### src/rtl/product_accumulator.sv
// Frame accumulator behind the 4x4 multiplier: sums LEN products per frame and
// presents the dot-product result on a valid/ready output port until it is taken.
module product_accumulator #(
  parameter int PW    = 8,
  parameter int LEN   = 4,
  parameter int CW    = 2,
  parameter int ACC_W = 10
) (
  input  logic             clk,
  input  logic             rst_n,
  input  logic             clear,
  input  logic [PW-1:0]    p,
  input  logic             in_valid,
  output logic             in_ready,
  output logic [ACC_W-1:0] sum,
  output logic             sum_valid,
  input  logic             sum_ready,
  output logic [CW-1:0]    elem_cnt
);

  localparam logic [0:0]    ST_ACC   = 1'b0;
  localparam logic [0:0]    ST_HOLD  = 1'b1;
  localparam logic [CW-1:0] LAST_CNT = CW'(LEN - 1);
  localparam logic [CW-1:0] ONE_CNT  = CW'(1);

  logic [0:0]       state_r;
  logic [ACC_W-1:0] acc_r;
  logic [ACC_W-1:0] sum_r;
  logic             sum_valid_r;
  logic [CW-1:0]    elem_cnt_r;
  logic             accept_s;
  logic [ACC_W-1:0] acc_next_s;

  // in_ready also drops while reset is held so nothing is taken during reset
  assign in_ready   = (state_r == ST_ACC) && rst_n;
  assign accept_s   = in_valid && in_ready;
  assign acc_next_s = acc_r + ACC_W'(p);

  assign sum       = sum_r;
  assign sum_valid = sum_valid_r;
  assign elem_cnt  = elem_cnt_r;

  // Frame state machine: clear beats both accept and result handoff
  always_ff @(posedge clk or negedge rst_n) begin
    if (!rst_n) begin
      state_r     <= ST_ACC;
      acc_r       <= {ACC_W{1'b0}};
      sum_r       <= {ACC_W{1'b0}};
      sum_valid_r <= 1'b0;
      elem_cnt_r  <= {CW{1'b0}};
    end else if (clear) begin
      state_r     <= ST_ACC;
      acc_r       <= {ACC_W{1'b0}};
      sum_valid_r <= 1'b0;
      elem_cnt_r  <= {CW{1'b0}};
    end else begin
      case (state_r)
        ST_ACC: begin
          if (accept_s) begin
            if (elem_cnt_r == LAST_CNT) begin
              sum_r       <= acc_next_s;
              sum_valid_r <= 1'b1;
              acc_r       <= {ACC_W{1'b0}};
              elem_cnt_r  <= {CW{1'b0}};
              state_r     <= ST_HOLD;
            end else begin
              acc_r      <= acc_next_s;
              elem_cnt_r <= elem_cnt_r + ONE_CNT;
            end
          end else begin
            acc_r <= acc_r;
          end
        end
        ST_HOLD: begin
          if (sum_ready) begin
            sum_valid_r <= 1'b0;
            state_r     <= ST_ACC;
          end else begin
            sum_valid_r <= sum_valid_r;
          end
        end
        default: begin
          state_r     <= ST_ACC;
          acc_r       <= {ACC_W{1'b0}};
          sum_valid_r <= 1'b0;
          elem_cnt_r  <= {CW{1'b0}};
        end
      endcase
    end
  end

endmodule

### config.mk
export PLATFORM = sky130hd
export DESIGN_NAME = product_accumulator
export DESIGN_NICKNAME = d
export VERILOG_FILES = /design/src/rtl/product_accumulator.sv
export SDC_FILE = /design/constraint.sdc
export NUM_CORES = 1
export LEC_CHECK = 0
export ABC_AREA = 1
export CAP_MARGIN = 20
export CORE_UTILIZATION = 63
export DETAILED_ROUTE_END_ITERATION = 8
export DONT_BUFFER_PORTS = 1
export GPL_TIMING_DRIVEN = 1
export HOLD_SLACK_MARGIN = 0.05
export PLACE_DENSITY = 0.77
export SLEW_MARGIN = 25
export SYNTH_ARGS = -nofsm -noshare
export SYNTH_HDL_FRONTEND = slang
export SYNTH_SLANG_ARGS = --single-unit
### constraint.sdc
create_clock -name clk -period 2.86 [get_ports clk]
set_clock_uncertainty 0.2 [all_clocks]
set_input_delay 0.572 -clock clk [delete_from_list [all_inputs] [get_ports clk]]
set_output_delay 0.572 -clock clk [all_outputs]
set_load 0.05 [all_outputs]
# Word-level counts from Yosys, hierarchy flattened
# Index checks and enable logic that the tools add are counted.
# classes
n_addsub,2
n_mul,0
div_mod_pow,0
order_cmp,0
eq_ne,5
n_shift,0
n_mux,18
bitwise,2
reduce_logical,6
# op_table
cell,count
$mux W10,4
$add A10 B8 Y10,1
$mux W1,8
$mux W2,4
$ne A3 B3 Y1 const B,2
$pmux W1 S2,2
$reduce_and A4 Y1,1
$ne A3 B2 Y1 const B,1
$reduce_and A3 Y1,1
$add A2 B1 Y2 const B,1
$eq A2 B2 Y1 const B,1
$logic_and A1 B1 Y1,2
$ne A2 B2 Y1 const B,1
$not A1 Y1,2
$reduce_and A2 Y1,1
$reduce_bool A2 Y1,1
# word_totals
reg_bits,24
latchBits,0
ramBits,0
romBits,0
in_bits,13
output_inout_bits,14
elab_cells,38
mem_count,0

# Logic depth before layout (Yosys ltp)
# Gate-level depths: netlist of the first run.
# depth
ltp_word,6
ltp_mapped,10
ltp_nobuf,10

# Least setup slack after synthesis of the first run
# No wires, ideal clock.
# synth_timing
kind,input -> register
start,in p[0]
end,reg sum_r[8] (netlist: sum[8])
setup_ns,0.118
arrival_time_ns,1.709
required_time_ns,2.542
setup_slack_ns,0.833
path_stages,9
path_buffers,0
path_cell_list,ha_1 -> inv_1 -> fa_1 -> o21ai_1 -> nand2_1 -> nand2_1 -> nand2_1 -> nand3_1 -> nand2_1
# synth_via
elab_chain_cells,1
# synth_rtl
element,line_no,rtl
start: declaration,12,"input logic [PW-1:0] p,"
$add A10 B8 Y10,37,assign acc_next_s = acc_r + ACC_W'(p);
end signal: assignment,48,sum_r <= {ACC_W{1'b0}};
end signal: assignment,61,sum_r <= acc_next_s;
end: declaration,28,logic [ACC_W-1:0] sum_r;
# No other way between the ends.
# A chain may end at the register's enable or synchronous reset.

# Final worst setup path of the first run
# layout_timing
start,reg acc_r[0]
end,reg acc_r[8]
# layout_via
elab_chain_cells,5
# layout_rtl
element,line_no,rtl
start: declaration,27,logic [ACC_W-1:0] acc_r;
start signal: assignment,47,acc_r <= {ACC_W{1'b0}};
start signal: assignment,53,acc_r <= {ACC_W{1'b0}};
start signal: assignment,63,acc_r <= {ACC_W{1'b0}};
$add A10 B8 Y10,37,
$mux W10,60,if (elem_cnt_r == LAST_CNT) begin
$mux W10,59,if (accept_s) begin
$mux W10,57,case (state_r)
$mux W10,51,end else if (clear) begin
# No other way between the ends. The select of a mux whose other input is x is not followed.

==> reports/metrics.csv, run 1 <==
stage;metric;value;unit
critical_path;cpPeakStageDelay;0.40;ns
die;die_h;49.0;um
global_route;antenna_found_initial;0;
global_route;grt_usage;26.1;%
sta;period_share;71.4;%
cells_and_area;final_area;0.00144;mm^2
sta;setup_violations;0;
die;initial_core_util;68.8;%
pwr;p_sw_share;42.8;%
synthesis;avgSynthCellArea;8.18;um^2
pwr;power_leakage;0.786;nW
cells_and_area;drive_above_1_share;8.67;%
placement;dp.final_hpwl;2.05;mm
synthesis;synth_seq_cells;24;
sta;clock.fmax;0.490;GHz
sta;relSlewSlack;64.6;%
synthesis;syn_area;0.00139;mm^2
critical_path;crit_top_cell;nand2_1;
placement;portBuffers;0;
clock_network;clkTransAtPathRegs;0.12;ns
detailed_routing;ant_nets;0;
run_status;status;finished clean;
clock_network;cts_tree;yes;
detailed_routing;totalWireLength;2.69;mm
synthesis;synthDistinctLibCells;25;
pwr;p_comb_share;18.9;%
global_route;overflow;0;
critical_path;critPathLaunchType;flip-flop;
clock_network;cts_made_buffers;3;
critical_path;path_class;reg2reg;
pwr;p_sw;0.371;mW
global_route;grt_pass1_vias;1097;
cells_and_area;area_delta_synth_final;3.60;%
die;rows;16;
detailed_routing;via_per_inst;5.49;
sta;post-route-min-period;2.04;ns
pwr;vdd_ir_drop_max;0.488;mV
clock_network;h-tree-depth;1;
pwr;pwr_density_cell;602;mW/mm^2
critical_path;slowest_stage;fa_1;
synthesis;syn-num-nets;193;
global_route;grt_pass1_wl;4.73;mm
cells_and_area;diodes;0;
clock_network;clockRootBuffer;clkbuf_4;
critical_path;crit_required;2.87;ns
detailed_routing;wl_per_cell;13.5;um
placement;dpl_worst_slack;0.667;ns
critical_path;cp_max_fo;3;
critical_path;crit_start;acc_r[0]$_DFFE_PN0P_;
sta;timing.final.ws_setup;0.819;ns
critical_path;path_cells;ha_1 > inv_1 > fa_1 > o21ai_1 > nand2_1 > nand2_1 > nand2_1 > nand3_1 > nand2_1;
placement;place_area;0.00141;mm^2
die;core_area;0.00202;mm^2
pwr;clockPowerShare;16.3;%
die;ios;27;
critical_path;path_buf_inv;1;
sta;worst_pin_slew;0.531;ns
pwr;p_seq_share;64.8;%
die;die-area;0.00240;mm^2
pwr;intPower;0.497;mW
clock_network;clock_latency;0.31;ns
clock_network;clk_path_buf_depth;2;
detailed_routing;dr_total_vias;1097;
cells_and_area;post-route-util;71.3;%
clock_network;cts_sinks;24;
synthesis;yosysWarnings;0;
detailed_routing;drc;0;
critical_path;crit-reg2reg-launch;acc_r[0]$_DFFE_PN0P_;
job;cap_violations;0;
detailed_routing;drt_first_iter_violations;18;
synthesis;ys_seq_area_share;43.2;%
placement;dp.cells;196;
sta;hold-worst-slack;0.0186;ns
sta;rsz0062_at_grt;no;
critical_path;worst_path_dominant_cell_family;adder cells;
detailed_routing;firstDrtPassIters;4;
global_route;grt_max_degree;25;
die;fp.dieW;49.0;um
pwr;power;0.868;mW
placement;gp_congestion;0.879;
sta;drv_slew;0;
critical_path;arrival;2.05;ns
sta;final_hold_viol_count;0;
synthesis;postSynthCellCount;170;
sta;fin_tns_setup;0;ns
critical_path;critPathCaptureType;flip-flop;
cells_and_area;finalNonFillerCells;200;
clock_network;post_cts.repair.setup_buffers;0;
min_path;hold_path.class;in2async;
cells_and_area;nets;198;
-- state kept, by name, summed over array words and instances, names as in the netlist --
signal	cells
acc_r	10
sum	10
elem_cnt	2
state_r	1
sum_valid	1
-- cell type report --
type	count	area [um^2]
Multi-Input combinational cell	126	706
Timing Repair Buffer	1	5.00
Fill cell	171	581
Sequential cell	24	601
Clock buffer	3	22.5
Inverter	19	73.8
Tap cell	27	33.8
-- routing by layer --
layer	GRT usage, %	vias up	share of wire [%]
met5	0	-	0
met1	35.0	498	46
met2	41.7	32	44
li1	-	555	-
met3	4.67	12	6.1
met4	11.3	0	3.4
-- worst paths after layout --
path	to	slack, ns	depth (start not counted)
setup / recovery	acc_r[8]$_DFFE_PN0P_	0.82	9
hold reg to reg	acc_r[2]$_DFFE_PN0P_	0.30	2
setup reg to reg	acc_r[8]$_DFFE_PN0P_	0.82	9
hold / removal	acc_r[4]$_DFFE_PN0P_	0.02	1
min in group clk	sum_valid$_DFFE_PN0P_	0.14	1
max in group asynchronous	sum_valid$_DFFE_PN0P_	2.10	1
-- power groups by stage --
stage	clock network [mW]	registers, mW	logic (mW)
finish	0.141	0.562	0.164
global route	0.155	0.567	0.195
CTS	0.148	0.562	0.166
detailed placement	0	0.569	0.158
global placement	0	0.567	0.152
floorplan	0	0.557	0.134
-- cell usage in the layout (no fill, tap or decap) --
cell type	synthesis	final
ha_1	9	9
xnor2_1	3	3
nor2_8	1	1
dfrtp_1	24	24
nand4_1	1	1
a21oi_1	6	6
nand2_1	59	59
fa_1	1	1
nand3b_1	3	3
o21a_1	1	1
buf_2	0	1
inv_2	2	2
nor2_4	3	3
clkinv_1	1	1
inv_4	1	1
inv_1	15	15
nand3_1	15	15
o22ai_1	1	1
clkbuf_4	0	3
o21ai_1	4	4
nand2_2	1	1
o21ai_2	3	3
a22o_1	1	1
o21ai_0	5	5
a21boi_0	1	1
nor2_1	8	8
-- logic make-up after synthesis --
group           share of synthesized area [%]
simple gates                             29.9
flops                                    43.2
compound gates                           9.44
buf+inv                                  6.11
fa+ha+maj                                9.53
xor+xnor                                 1.89
-- synthesized netlist by cell type --
cell / n / area, um^2
clkinv_1: 1 / 3.75
nor2_1: 8 / 30.0
o21a_1: 1 / 7.51
nor2_4: 3 / 33.8
a21boi_0: 1 / 7.51
buf_6: 1 / 11.3
nand2_1: 59 / 221
dfrtp_1: 24 / 601
nand2_2: 1 / 6.26
o21ai_2: 3 / 26.3
nand4_1: 1 / 6.26
nor2_8: 1 / 20.0
o21ai_0: 5 / 25.0
a22o_1: 1 / 8.76
o22ai_1: 1 / 6.26
fa_1: 1 / 20.0
inv_4: 1 / 6.26
xnor2_1: 3 / 26.3
ha_1: 9 / 113
a21oi_1: 6 / 30.0
nand3_1: 15 / 75.1
nand3b_1: 3 / 22.5
inv_2: 2 / 7.51
inv_1: 15 / 56.3
o21ai_1: 4 / 20.0
-- timing repair --
item | CTS | global route
hold endpoints to repair | 24 | 0
resized for setup | 0 | 0
hold buffers | 1 | 0
setup endpoints to repair | 0 | 0
Note: power is estimated with default switching activity, not from simulation.
==> inputs of run 2 (changes only) <==
--- a/config.mk
+++ b/config.mk
@@ -7,12 +7,12 @@
 export LEC_CHECK = 0
 export ABC_AREA = 1
 export CAP_MARGIN = 20
-export CORE_UTILIZATION = 63
+export CORE_UTILIZATION = 56
 export DETAILED_ROUTE_END_ITERATION = 8
 export DONT_BUFFER_PORTS = 1
 export GPL_TIMING_DRIVEN = 1
 export HOLD_SLACK_MARGIN = 0.05
-export PLACE_DENSITY = 0.77
+export PLACE_DENSITY = 0.72
 export SLEW_MARGIN = 25
 export SYNTH_ARGS = -nofsm -noshare
 export SYNTH_HDL_FRONTEND = slang
==> constraint.sdc (replaced) <==
create_clock -name clk -period 1.75 [get_ports clk]
set_clock_uncertainty 0.2 [all_clocks]
set_input_delay 0.35 -clock clk [delete_from_list [all_inputs] [get_ports clk]]
set_output_delay 0.35 -clock clk [all_outputs]
set_load 0.05 [all_outputs]
==> reports/metrics.csv, run 2 (synthesized netlist as in run 1, its figures left out) <==
stage;metric;value;unit
run_status;status;complete, but fails checks;
run_status;violations;negative setup slack;
global_route;met1_usage;34.8;%
sta;worst_pin_slew;0.534;ns
detailed_routing;firstDrtPassIters;4;
global_route;grt_pass1_wl;5.13;mm
global_route;antenna_found_initial;0;
global_route;grt_usage;26.2;%
detailed_routing;dr_total_vias;1193;
die;initial_core_util;61.1;%
clock_network;clockRootBuffer;clkbuf_4;
cells_and_area;nets;211;
placement;dp.final_hpwl;2.15;mm
sta;fin_tns_setup;-0.198;ns
critical_path;crit_required;1.80;ns
cells_and_area;area_delta_synth_final;22.5;%
global_route;grt_max_degree;25;
clock_network;cts_made_buffers;3;
clock_network;cts_tree;yes;
detailed_routing;wl_per_cell;15.9;um
critical_path;critPathCaptureType;flip-flop;
cells_and_area;final_cell_mix;nand2_1, dfrtp_1, inv_1;
pwr;pwr_density_cell;921;mW/mm^2
die;core_area;0.00228;mm^2
global_route;grtUsageMet3;3.80;%
critical_path;slowest_stage;dfrtp_1;
sta;timing.final.ws_setup;-0.0457;ns
sta;relSlewSlack;64.4;%
critical_path;crit_top_cell;inv_2;
detailed_routing;totalWireLength;3.40;mm
global_route;gr-max-usage-layer;met2;
critical_path;path_class;reg2reg;
clock_network;cts_sinks;24;
pwr;vdd_ir_drop_max;0.937;mV
placement;portBuffers;0;
clock_network;clk_path_buf_depth;2;
sta;period_share;103;%
job;cap_violations;0;
die;die-area;0.00269;mm^2
global_route;overflow;0;
sta;hold-worst-slack;0.128;ns
clock_network;clkTransAtPathRegs;0.13;ns
cells_and_area;n_fill_cell;170;
detailed_routing;drt_first_iter_violations;33;
die;fp.dieW;51.8;um
cells_and_area;finalNonFillerCells;214;
sta;drv_slew;0;
detailed_routing;via_per_inst;5.57;
min_path;hold_path.class;in2reg;
cells_and_area;final_common_cell;nand2_1;
die;die_h;51.8;um
sta;clock.fmax;0.557;GHz
die;rows;17;
cells_and_area;post-route-util;74.9;%
detailed_routing;ant_nets;0;
cells_and_area;diodes;0;
placement;dp.cells;205;
critical_path;arrival;1.85;ns
sta;setup_violations;8;
sta;post-route-min-period;1.80;ns
sta;rsz0062_at_grt;yes;
pwr;power_leakage;0.862;nW
critical_path;cp_max_fo;2;
critical_path;path_cells;ha_2 > inv_2 > fa_2 > buf_4 > buf_6 > xnor2_4 > inv_2 > o21ai_2;
global_route;grt_pass1_vias;1167;
cells_and_area;drive_above_1_share;28.0;%
clock_network;h-tree-depth;1;
clock_network;clock_latency;0.32;ns
detailed_routing;drc;0;
global_route;grtUsageMet2;43.8;%
sta;final_hold_viol_count;0;
placement;gp_congestion;0.883;
critical_path;critPathLaunchType;flip-flop;
die;ios;27;
critical_path;cpPeakStageDelay;0.38;ns
==> run 2: cell count changes in the layout (fill, tap and decap cells not counted), sizes merged <==
cell	previous run	this run
clkinv	1	0
dlygate4sd3	0	3
buf	1	10
clkinvlp	0	2
==> run 2: layer usage <==
metal / wire length [um] / share of wire [%] / up-vias
met5: 0 / 0 / -
met4: 36 / 1.1 / 0
met3: 140 / 4.1 / 4
met2: 1650 / 49 / 36
met1: 1570 / 46 / 572
li1: - / - / 581
==> run 2: worst max-delay path, delay by kind of cell (launching register included) <==
family / cells / cell delay, ns
AO/OA/AOI/OAI: 1 / 0.12
buffers and inverters: 4 / 0.38
flip-flops: 1 / 0.38
adder cells (fa/ha/maj): 2 / 0.54
XOR/XNOR: 1 / 0.12
==> run 2: path summary, 6_finish.rpt <==
kind	startpoint	slack, ns	endpoint	cells after the start
min in group asynchronous	rst_n	0.33	acc_r[3]$_DFFE_PN0P_	2
max in group asynchronous	rst_n	0.62	elem_cnt[1]$_DFFE_PN0P_	2
hold / removal	in_valid	0.13	elem_cnt[0]$_DFFE_PN0P_	4
setup / recovery	acc_r[0]$_DFFE_PN0P_	-0.05	acc_r[2]$_DFFE_PN0P_	8
setup reg to reg	acc_r[0]$_DFFE_PN0P_	-0.05	acc_r[2]$_DFFE_PN0P_	8
hold reg to reg	acc_r[6]$_DFFE_PN0P_	0.30	acc_r[6]$_DFFE_PN0P_	2
==> run 2: area by class of cell <==
class	instances	area [um^2]	area share, %
Inverter	19	77.6	4.55
Tap cell	28	35.0	2.06
Clock buffer	3	22.5	1.32
Timing Repair Buffer	13	106	6.24
Timing Repair inverter	1	7.51	0.441
Sequential cell	24	603	35.4
Multi-Input combinational cell	126	852	50.0
==> run 2: what timing repair did <==
| action | 4_1_cts | 5_1_grt |
|---|---|---|
| endpoints found under the hold margin | 27 | 24 |
| endpoints found under the setup margin | 10 | 17 |
| resized for setup | 7 | 27 |
| gates cloned | 0 | 1 |
| setup buffers | 1 | 1 |
| pin swaps | 3 | 7 |
| hold buffers | 3 | 1 |
==> run 2: where the power goes <==
| group | internal, mW | switching, mW |
|---|---|---|
| clock network | 0.0806 | 0.164 |
| logic | 0.179 | 0.282 |
| registers | 0.631 | 0.234 |
| total | 0.891 | 0.679 |
==> run 2: stage by stage <==
stage / setup WS [ns] / power (mW) / instance area, um^2
after CTS: -0.0315 / 1.50 / 1560
after global routing: -0.163 / 1.65 / 1700
after floorplan: -0.00869 / 1.13 / 1400
after global placement: -0.0361 / 1.22 / 1480
after detailed placement: -0.0675 / 1.24 / 1480
final: -0.0457 / 1.57 / 1700
